$ cat config.mk
export PLATFORM = sky130hd
export DESIGN_NAME = decode_instruction_flat
export DESIGN_NICKNAME = d
export VERILOG_FILES = /design/src/rtl/decode_instruction_pkg.sv /design/src/rtl/decode_instruction_if.sv /design/src/rtl/decode_instruction_register_file.sv /design/src/rtl/decode_instruction.sv /design/src/flat_wrapper.sv
export SDC_FILE = /design/constraint.sdc
export NUM_CORES = 2
export LEC_CHECK = 0
export ABC_AREA = 1
export CORE_MARGIN = 2
export CORE_UTILIZATION = 45
export DETAILED_ROUTE_END_ITERATION = 10
export HOLD_SLACK_MARGIN = 0.06
export SYNTH_ARGS = -nofsm -noshare
export SYNTH_HDL_FRONTEND = slang
export SYNTH_HIERARCHICAL = 1
export SYNTH_SLANG_ARGS = --single-unit
$ cat constraint.sdc
create_clock -name clk -period 1.6 [get_ports clk]
set_clock_uncertainty 0.15 [all_clocks]
set_input_delay 0.32 -clock clk [delete_from_list [all_inputs] [get_ports clk]]
set_output_delay 0.32 -clock clk [all_outputs]
set_load 0.03 [all_outputs]
$ cat src/rtl/decode_instruction_pkg.sv
// Shared widths, opcode constants and instruction field positions for the decode stage.
// Optional write bypass is selected with DECODE_WB_BYPASS_EN.
package decode_instruction_pkg;
  localparam int ADDR     = 32;
  localparam int W_INST   = 32;
  localparam int W_OPC    = 7;
  localparam int W_OPR    = 32;
  localparam int W_RD     = 5;
  localparam int W_IMM    = 16;
  localparam int NUM_REGS = 32;

  localparam logic [W_OPC-1:0] OPC_CMP = 7'h04;
  localparam logic [W_OPC-1:0] OPC_LD  = 7'h18;
  localparam logic [W_OPC-1:0] OPC_ST  = 7'h19;
  localparam logic [W_OPC-1:0] OPC_J   = 7'h1C;
  localparam logic [W_OPC-1:0] OPC_JA  = 7'h1D;
  localparam logic [W_OPC-1:0] OPC_NOP = 7'h1E;
  localparam logic [W_OPC-1:0] OPC_HLT = 7'h1F;

  localparam int OPC_MSB     = 31;
  localparam int OPC_LSB     = 25;
  localparam int R0_MSB      = 24;
  localparam int R0_LSB      = 20;
  localparam int IMMF_BIT    = 19;
  localparam int IMMSIGN_BIT = 18;
  localparam int RSV_MSB     = 17;
  localparam int RSV_LSB     = 16;
  localparam int IMM_MSB     = 15;
  localparam int IMM_LSB     = 0;
  localparam int R1_MSB      = 4;
  localparam int R1_LSB      = 0;

  // Registered decode presented to execute.
  typedef struct packed {
    logic             v;
    logic [ADDR-1:0]  pc;
    logic [W_OPC-1:0] opc;
    logic             immf;
    logic             immsign;
    logic [W_IMM-1:0] imm;
    logic             stf;
    logic [W_OPR-1:0] opr0;
    logic [W_OPR-1:0] opr1;
    logic             wb;
    logic [W_RD-1:0]  wb_r;
  } dec_out_t;

  function automatic logic opc_wb(input logic [W_OPC-1:0] opc);
    return opc inside {[7'h00:7'h03], [7'h05:7'h0A], 7'h0C, 7'h0D,
                       [7'h10:7'h13], 7'h16, 7'h17, OPC_LD};
  endfunction
endpackage

$ cat src/rtl/decode_instruction_if.sv
// Decode <-> execute bundle: decoded instruction forward, stall/branch/writeback back.
interface decode_instruction_if;
  import decode_instruction_pkg::*;
  logic             v_o;
  logic [ADDR-1:0]  pc_o;
  logic [W_OPC-1:0] opecode_o;
  logic             immf_o;
  logic             immsign_o;
  logic [W_IMM-1:0] imm_o;
  logic             stf_o;
  logic [W_OPR-1:0] opr0_o;
  logic [W_OPR-1:0] opr1_o;
  logic             wb_o;
  logic [W_RD-1:0]  wb_r_o;
  logic             stall_i;
  logic             branch_i;
  logic             wb_i;
  logic [W_RD-1:0]  wb_r_i;
  logic [W_OPR-1:0] result_i;

  modport master (
    output v_o, pc_o, opecode_o, immf_o, immsign_o, imm_o, stf_o,
           opr0_o, opr1_o, wb_o, wb_r_o,
    input  stall_i, branch_i, wb_i, wb_r_i, result_i
  );
  modport slave (
    input  v_o, pc_o, opecode_o, immf_o, immsign_o, imm_o, stf_o,
           opr0_o, opr1_o, wb_o, wb_r_o,
    output stall_i, branch_i, wb_i, wb_r_i, result_i
  );
endinterface

$ cat src/rtl/decode_instruction_register_file.sv
// 32-entry register file, two async read ports, one write port, synchronous clear.
// DECODE_WB_BYPASS_EN forwards the in-flight write to the read ports.
module register_file
  import decode_instruction_pkg::*;
(
  input  logic             clk,
  input  logic             reset,
  input  logic [W_RD-1:0]  ra0_i,
  input  logic [W_RD-1:0]  ra1_i,
  output logic [W_OPR-1:0] rd0_o,
  output logic [W_OPR-1:0] rd1_o,
  input  logic             we_i,
  input  logic [W_RD-1:0]  wa_i,
  input  logic [W_OPR-1:0] wd_i
);
  logic [NUM_REGS-1:0][W_OPR-1:0] mem_q;

  always_ff @(posedge clk) begin
    if (!reset)    mem_q <= '0;
    else if (we_i) mem_q[wa_i] <= wd_i;
  end

`ifdef DECODE_WB_BYPASS_EN
  assign rd0_o = (we_i && wa_i == ra0_i) ? wd_i : mem_q[ra0_i];
  assign rd1_o = (we_i && wa_i == ra1_i) ? wd_i : mem_q[ra1_i];
`else
  assign rd0_o = mem_q[ra0_i];
  assign rd1_o = mem_q[ra1_i];
`endif
endmodule

$ cat src/rtl/decode_instruction.sv
// Decode/operand-fetch stage: field split, register read, RAW bubble, branch squash.
// DECODE_WB_BYPASS_EN selects write bypass; without it writeback-in-flight also stalls.
module decode_instruction
  import decode_instruction_pkg::*;
(
  input  logic              clk,
  input  logic              reset,
  input  logic              v_i,
  output logic              stall_o,
  input  logic [ADDR-1:0]   pc_i,
  input  logic [W_INST-1:0] inst_i,
  decode_instruction_if.master dec
);
  logic [W_OPC-1:0] opc;
  logic [W_RD-1:0]  r0, r1;
  logic             immf;
  logic [W_OPR-1:0] rd0, rd1;
  logic             ex_haz, wb_haz, hazard;
  dec_out_t         out_d, out_q;
  logic [1:0]       unused_rsv;

  assign opc        = inst_i[OPC_MSB:OPC_LSB];
  assign r0         = inst_i[R0_MSB:R0_LSB];
  assign r1         = inst_i[R1_MSB:R1_LSB];
  assign immf       = inst_i[IMMF_BIT];
  assign unused_rsv = inst_i[RSV_MSB:RSV_LSB];

  register_file u_rf (
    .clk   (clk),
    .reset (reset),
    .ra0_i (r0),
    .ra1_i (r1),
    .rd0_o (rd0),
    .rd1_o (rd1),
    .we_i  (dec.wb_i),
    .wa_i  (dec.wb_r_i),
    .wd_i  (dec.result_i)
  );

  assign ex_haz = out_q.v && out_q.wb &&
                  (out_q.wb_r == r0 || (!immf && out_q.wb_r == r1));
`ifdef DECODE_WB_BYPASS_EN
  assign wb_haz = 1'b0;
`else
  // Without forwarding, a write landing this edge is not yet readable.
  assign wb_haz = dec.wb_i && (dec.wb_r_i == r0 || (!immf && dec.wb_r_i == r1));
`endif
  assign hazard  = v_i && (ex_haz || wb_haz);
  assign stall_o = dec.stall_i || (hazard && !dec.branch_i);

  // Fields load whenever not stalled; they are only meaningful when v is set.
  always_comb begin
    out_d = out_q;
    if (!dec.stall_i) begin
      out_d.v       = v_i && !hazard && !dec.branch_i;
      out_d.pc      = pc_i;
      out_d.opc     = opc;
      out_d.immf    = immf;
      out_d.immsign = inst_i[IMMSIGN_BIT];
      out_d.imm     = inst_i[IMM_MSB:IMM_LSB];
      out_d.stf     = (opc == OPC_ST);
      out_d.opr0    = rd0;
      out_d.opr1    = rd1;
      out_d.wb      = opc_wb(opc);
      out_d.wb_r    = r0;
    end
  end

  always_ff @(posedge clk) begin
    if (!reset) out_q <= '0;
    else        out_q <= out_d;
  end

  assign dec.v_o       = out_q.v;
  assign dec.pc_o      = out_q.pc;
  assign dec.opecode_o = out_q.opc;
  assign dec.immf_o    = out_q.immf;
  assign dec.immsign_o = out_q.immsign;
  assign dec.imm_o     = out_q.imm;
  assign dec.stf_o     = out_q.stf;
  assign dec.opr0_o    = out_q.opr0;
  assign dec.opr1_o    = out_q.opr1;
  assign dec.wb_o      = out_q.wb;
  assign dec.wb_r_o    = out_q.wb_r;
endmodule
$ cat src/flat_wrapper.sv
// flat-port wrapper written by rule: the top's interface ports become plain ports
module decode_instruction_flat import decode_instruction_pkg::*;
  (clk, reset, v_i, stall_o, pc_i, inst_i, dec_v_o, dec_pc_o, dec_opecode_o, dec_immf_o, dec_immsign_o, dec_imm_o, dec_stf_o, dec_opr0_o, dec_opr1_o, dec_wb_o, dec_wb_r_o, dec_stall_i, dec_branch_i, dec_wb_i, dec_wb_r_i, dec_result_i);
  decode_instruction_if dec_i ();
  input  logic clk;
  input  logic reset;
  input  logic v_i;
  output logic stall_o;
  input  logic [ADDR-1:0] pc_i;
  input  logic [W_INST-1:0] inst_i;
  output wire logic [$bits(dec_i.v_o)-1:0] dec_v_o;
  output wire logic [$bits(dec_i.pc_o)-1:0] dec_pc_o;
  output wire logic [$bits(dec_i.opecode_o)-1:0] dec_opecode_o;
  output wire logic [$bits(dec_i.immf_o)-1:0] dec_immf_o;
  output wire logic [$bits(dec_i.immsign_o)-1:0] dec_immsign_o;
  output wire logic [$bits(dec_i.imm_o)-1:0] dec_imm_o;
  output wire logic [$bits(dec_i.stf_o)-1:0] dec_stf_o;
  output wire logic [$bits(dec_i.opr0_o)-1:0] dec_opr0_o;
  output wire logic [$bits(dec_i.opr1_o)-1:0] dec_opr1_o;
  output wire logic [$bits(dec_i.wb_o)-1:0] dec_wb_o;
  output wire logic [$bits(dec_i.wb_r_o)-1:0] dec_wb_r_o;
  input wire logic [$bits(dec_i.stall_i)-1:0] dec_stall_i;
  input wire logic [$bits(dec_i.branch_i)-1:0] dec_branch_i;
  input wire logic [$bits(dec_i.wb_i)-1:0] dec_wb_i;
  input wire logic [$bits(dec_i.wb_r_i)-1:0] dec_wb_r_i;
  input wire logic [$bits(dec_i.result_i)-1:0] dec_result_i;
  assign dec_v_o = dec_i.v_o;
  assign dec_pc_o = dec_i.pc_o;
  assign dec_opecode_o = dec_i.opecode_o;
  assign dec_immf_o = dec_i.immf_o;
  assign dec_immsign_o = dec_i.immsign_o;
  assign dec_imm_o = dec_i.imm_o;
  assign dec_stf_o = dec_i.stf_o;
  assign dec_opr0_o = dec_i.opr0_o;
  assign dec_opr1_o = dec_i.opr1_o;
  assign dec_wb_o = dec_i.wb_o;
  assign dec_wb_r_o = dec_i.wb_r_o;
  assign dec_i.stall_i = dec_stall_i;
  assign dec_i.branch_i = dec_branch_i;
  assign dec_i.wb_i = dec_wb_i;
  assign dec_i.wb_r_i = dec_wb_r_i;
  assign dec_i.result_i = dec_result_i;
  decode_instruction u_core (.clk(clk), .reset(reset), .v_i(v_i), .stall_o(stall_o), .pc_i(pc_i), .inst_i(inst_i), .dec(dec_i));
endmodule
==> results.py <==
metrics = {
    "cells_and_area": {
        "layout.cells.non_filler": 12302,
        "nets": 10508,
        "final_area_sq_um": 79280,
        "drive_gt1_share_pct": 16.56,
        "synthToLayoutAreaGrowth_pct": 29.41,
        "fillers": 12632,
    },
    "route": {
        "drtPass1Iterations": 8,
        "wl_per_cell_um": 23.83,
        "vias_per_cell": 5.901,
        "vias": 72592,
        "first_iter_violations": 9967,
        "drc": 0,
        "finalWirelength_mm": 293.2,
        "ant_nets": 0,
    },
    "place": {
        "post-place-ws_ns": -0.9575,
        "portBuffers": 234,
        "hpwl_mm": 183.4,
        "place_congestion": 0.9691,
        "dpl_cell_area_sq_um": 71070,
        "dp.cells": 11934,
    },
    "worst_setup_path": {
        "cp_max_fo": 4,
        "path_common_cell": "nand2_1",
        "crit_buf_inv": 2,
        "worstSetupPathType": "reg2out",
        "crit_family": "simple AND/OR/NAND/NOR gates",
        "reg2reg_slack_ns": 0.01,
        "rr_worst_depth": 11,
        "critical_path.slowest_cell": "dfxtp_4",
        "worstPathArrival_ns": 2.00,
        "reg2reg_to": "u_core/dec.opr0_o[25]",
        "worstPathCellList": "inv_2 > nand2_2 > nand2_2 > nor2_4 > nand3_1 > nand2_1 > nand2_1 > nand2_1 > nand2_1 > nand2_2 > buf_6",
        "cp.required_ns": 1.13,
        "crit_path_max_incr_delay_ns": 0.37,
        "r2r-start": "u_core/u_rf/mem_q[57]",
        "worstSetupEndpointType": "output pin",
        "cp-start-kind": "flip-flop",
    },
    "timing": {
        "worstMarginPinSlew_ns": 0.9883,
        "final_max_slew_viol_count": 0,
        "setup_ws_ns": -0.8722,
        "post-route-min-period_ns": 2.472,
        "rsz0062_at_grt": "true",
        "fin_crit_sh_pct": 154.5,
        "max_slew_margin_pct": 34.11,
        "report.final.setup_viol": 133,
        "hold_viol": 0,
        "fmax_ghz": 0.4045,
    },
    "hold_path": {
        "hold_depth": 4,
        "hold_end": "u_core/dec.wb_r_o[2]",
        "worstHoldStart": "dec_stall_i",
        "hold_path_class": "in2reg",
    },
    "synth": {
        "syn-instance-count": 10099,
        "synthTopCellsByArea": "dfxtp_1 (38%), nand2_1 (18%), nor2_1 (14%)",
        "syn_area_per_cell_sq_um": 6.066,
        "synth_seq_area_share_pct": 37.68,
        "synth_largest_area_cell": "dfxtp_1",
        "synth_fp_nets": 10206,
        "synth.distinct_cells": 24,
        "synth_warnings": 6,
        "syn_area_sq_um": 61260,
        "yosys.area.top_type_share_pct": 37.68,
        "synth-seq-cells": 1153,
    },
    "cts": {
        "path_clk_slew_ns": 0.06,
        "cts_buffer_depth": 3,
        "clockRootBuffer": "clkbuf_16",
        "htree_num_levels": 4,
        "cts_sinks": 1153,
        "cts_buffers": 137,
        "insertion_delay_ns": 0.80,
        "cts_tree": "built",
    },
    "die": {
        "start_util_pct": 45.28,
        "dieArea_sq_um": 139100,
        "placeableCoreArea_sq_um": 135300,
        "die-height_um": 373.0,
        "die_width_um": 373.0,
        "num_rows": 135,
        "io_pins": 237,
    },
    "pwr": {
        "p_leak_nw": 35.08,
        "power_density_nw_per_um2": 954.4,
        "vdd_drop_max_mv": 0.9144,
        "finalPower_w": 0.07567,
    },
    "job": {
        "max_cap_violations": 0,
    },
    "global_route": {
        "gr-total-overflow": 0,
        "antenna_found_initial": 9,
        "grt_util_all_layers_pct": 39.73,
        "grt_max_degree": 66,
        "grt_pass1_wl_mm": 425.0,
        "first_global_vias": 66616,
    },
    "status": {
        "violations": "negative setup slack",
        "status": "finished with violations",
    },
}
[cells by family after synthesis]
family | Yosys count | synth area share (%)
xor gates and xnor gates | 2 | 0.02860
DFF | 1153 | 37.68
AOI/OAI and AO/OA | 1173 | 9.609
buffers and inverters | 957 | 7.749
and+or+nand+nor | 6814 | 44.94
[state kept, by name, indices dropped and copies added, names as in the netlist, 5 cells and up]
signal and cells:
u_core/dec.opr1_o 32, u_core/u_rf/mem_q 1024, u_core/dec.imm_o 16, u_core/dec.opr0_o 32, u_core/dec.opecode_o 7, u_core/dec.wb_r_o 5
u_core/dec.pc_o 32
[synth_stat cells]
cell type	count
o21ai_1	7
inv_2	2
a311oi_2	1
o21ai_0	1145
inv_8	1
buf_4	35
nor3_1	2
nor2_1	2314
clkbuf_2	1
buf_6	85
nor4_1	1
inv_1	72
nand2_1	2942
clkbuf_1	332
inv_4	2
xnor2_1	2
a21oi_1	18
dfxtp_1	1153
buf_2	297
a211oi_1	1
nand3_1	1554
buf_1	130
o311ai_0	1
nand2_2	1
[repair_timing]
item / 4_1_cts / 5_1_grt
buffers inserted: 9 / 32
hold buffers: 58 / 3
pin swaps: 21 / 116
gates resized for setup: 731 / 473
gates cloned: 0 / 15
setup endpoints to repair: 436 / 642
hold endpoints to repair: 236 / 11
[worst max path at each step]
stage | to | startpoint | slack [ns] | cells after the start
floorplan | u_core/dec.opr0_o[0] | inst_i[20] | -0.02 | 14
global placement | u_core/u_rf/mem_q[224] | dec_wb_r_i[3] | -0.94 | 10
detailed placement | u_core/u_rf/mem_q[224] | dec_wb_r_i[3] | -0.96 | 10
CTS | stall_o | u_core/dec.wb_r_o[2] | -0.87 | 11
global route | stall_o | u_core/dec.wb_r_o[3] | -0.93 | 11
finish | stall_o | u_core/dec.wb_r_o[4] | -0.87 | 11
[area by class of cell]
class	count	area, sq um	area share [%]
clock inverter	63	859.6	1.084
antenna	9	22.52	0.02841
sequential	1153	23450	29.57
multi-input combinational	7989	35050	44.21
timing repair inverter	2	22.52	0.02841
timing repair buffer	1041	13260	16.72
inverter	77	381.6	0.4813
clock buffer	187	4011	5.060
tap	1781	2228	2.811
[layer usage]
metal  share of wire, %  up-vias  track usage, %  wire length [um]
li1                   -    33019               -                 -
met1                 38    33695           50.74            111000
met2                 43     4751           60.17            125600
met3                 12     1119           9.963             36310
met4                6.9        8           24.13             20250
met5              0.017        -               0                51
[power breakdown]
part / leakage (nW) / switching [W] / internal (W)
combinational: 23.2 / 0.00747 / 0.00432
sequential: 9.44 / 0.000476 / 0.0293
clock: 2.41 / 0.0136 / 0.0205
total: 35.1 / 0.0215 / 0.0541
[stage by stage]
| step | util (%) | hold slack, ns | setup TNS [ns] |
|---|---|---|---|
| after detailed placement | 52.53 | 0.3199 | -843.69 |
| after floorplan | - | 0.3049 | -0.4482 |
| after global routing | 58.58 | 0.07050 | -21.78 |
| final | 58.60 | 0.06450 | -17.99 |
| after CTS | 57.06 | 0.04846 | -28.25 |
| after global placement | 52.53 | 0.3130 | -823.92 |
[cells in the final DEF (no fill, tap or decap), types with 52 or more instances in the layout]
cell type and count:
nand2_4 53, dfxtp_1 919, nand3_2 52, dlygate4sd3_1 55, inv_1 63, o21ai_0 1087
clkdlybuf4s50_1 85, buf_4 428, nand2_2 192, nand3_1 1502, nand2_1 2693, buf_12 336
nor2_1 2281, buf_6 97, clkbuf_16 153, dfxtp_2 206
[tightest hold or removal path, cell delays in order]
cell and delay (ns):
buf_4 0.15, buf_12 0.15, buf_12 0.19, a21oi_1 0.13
No activity file was read; power rests on OpenSTA's default activity.
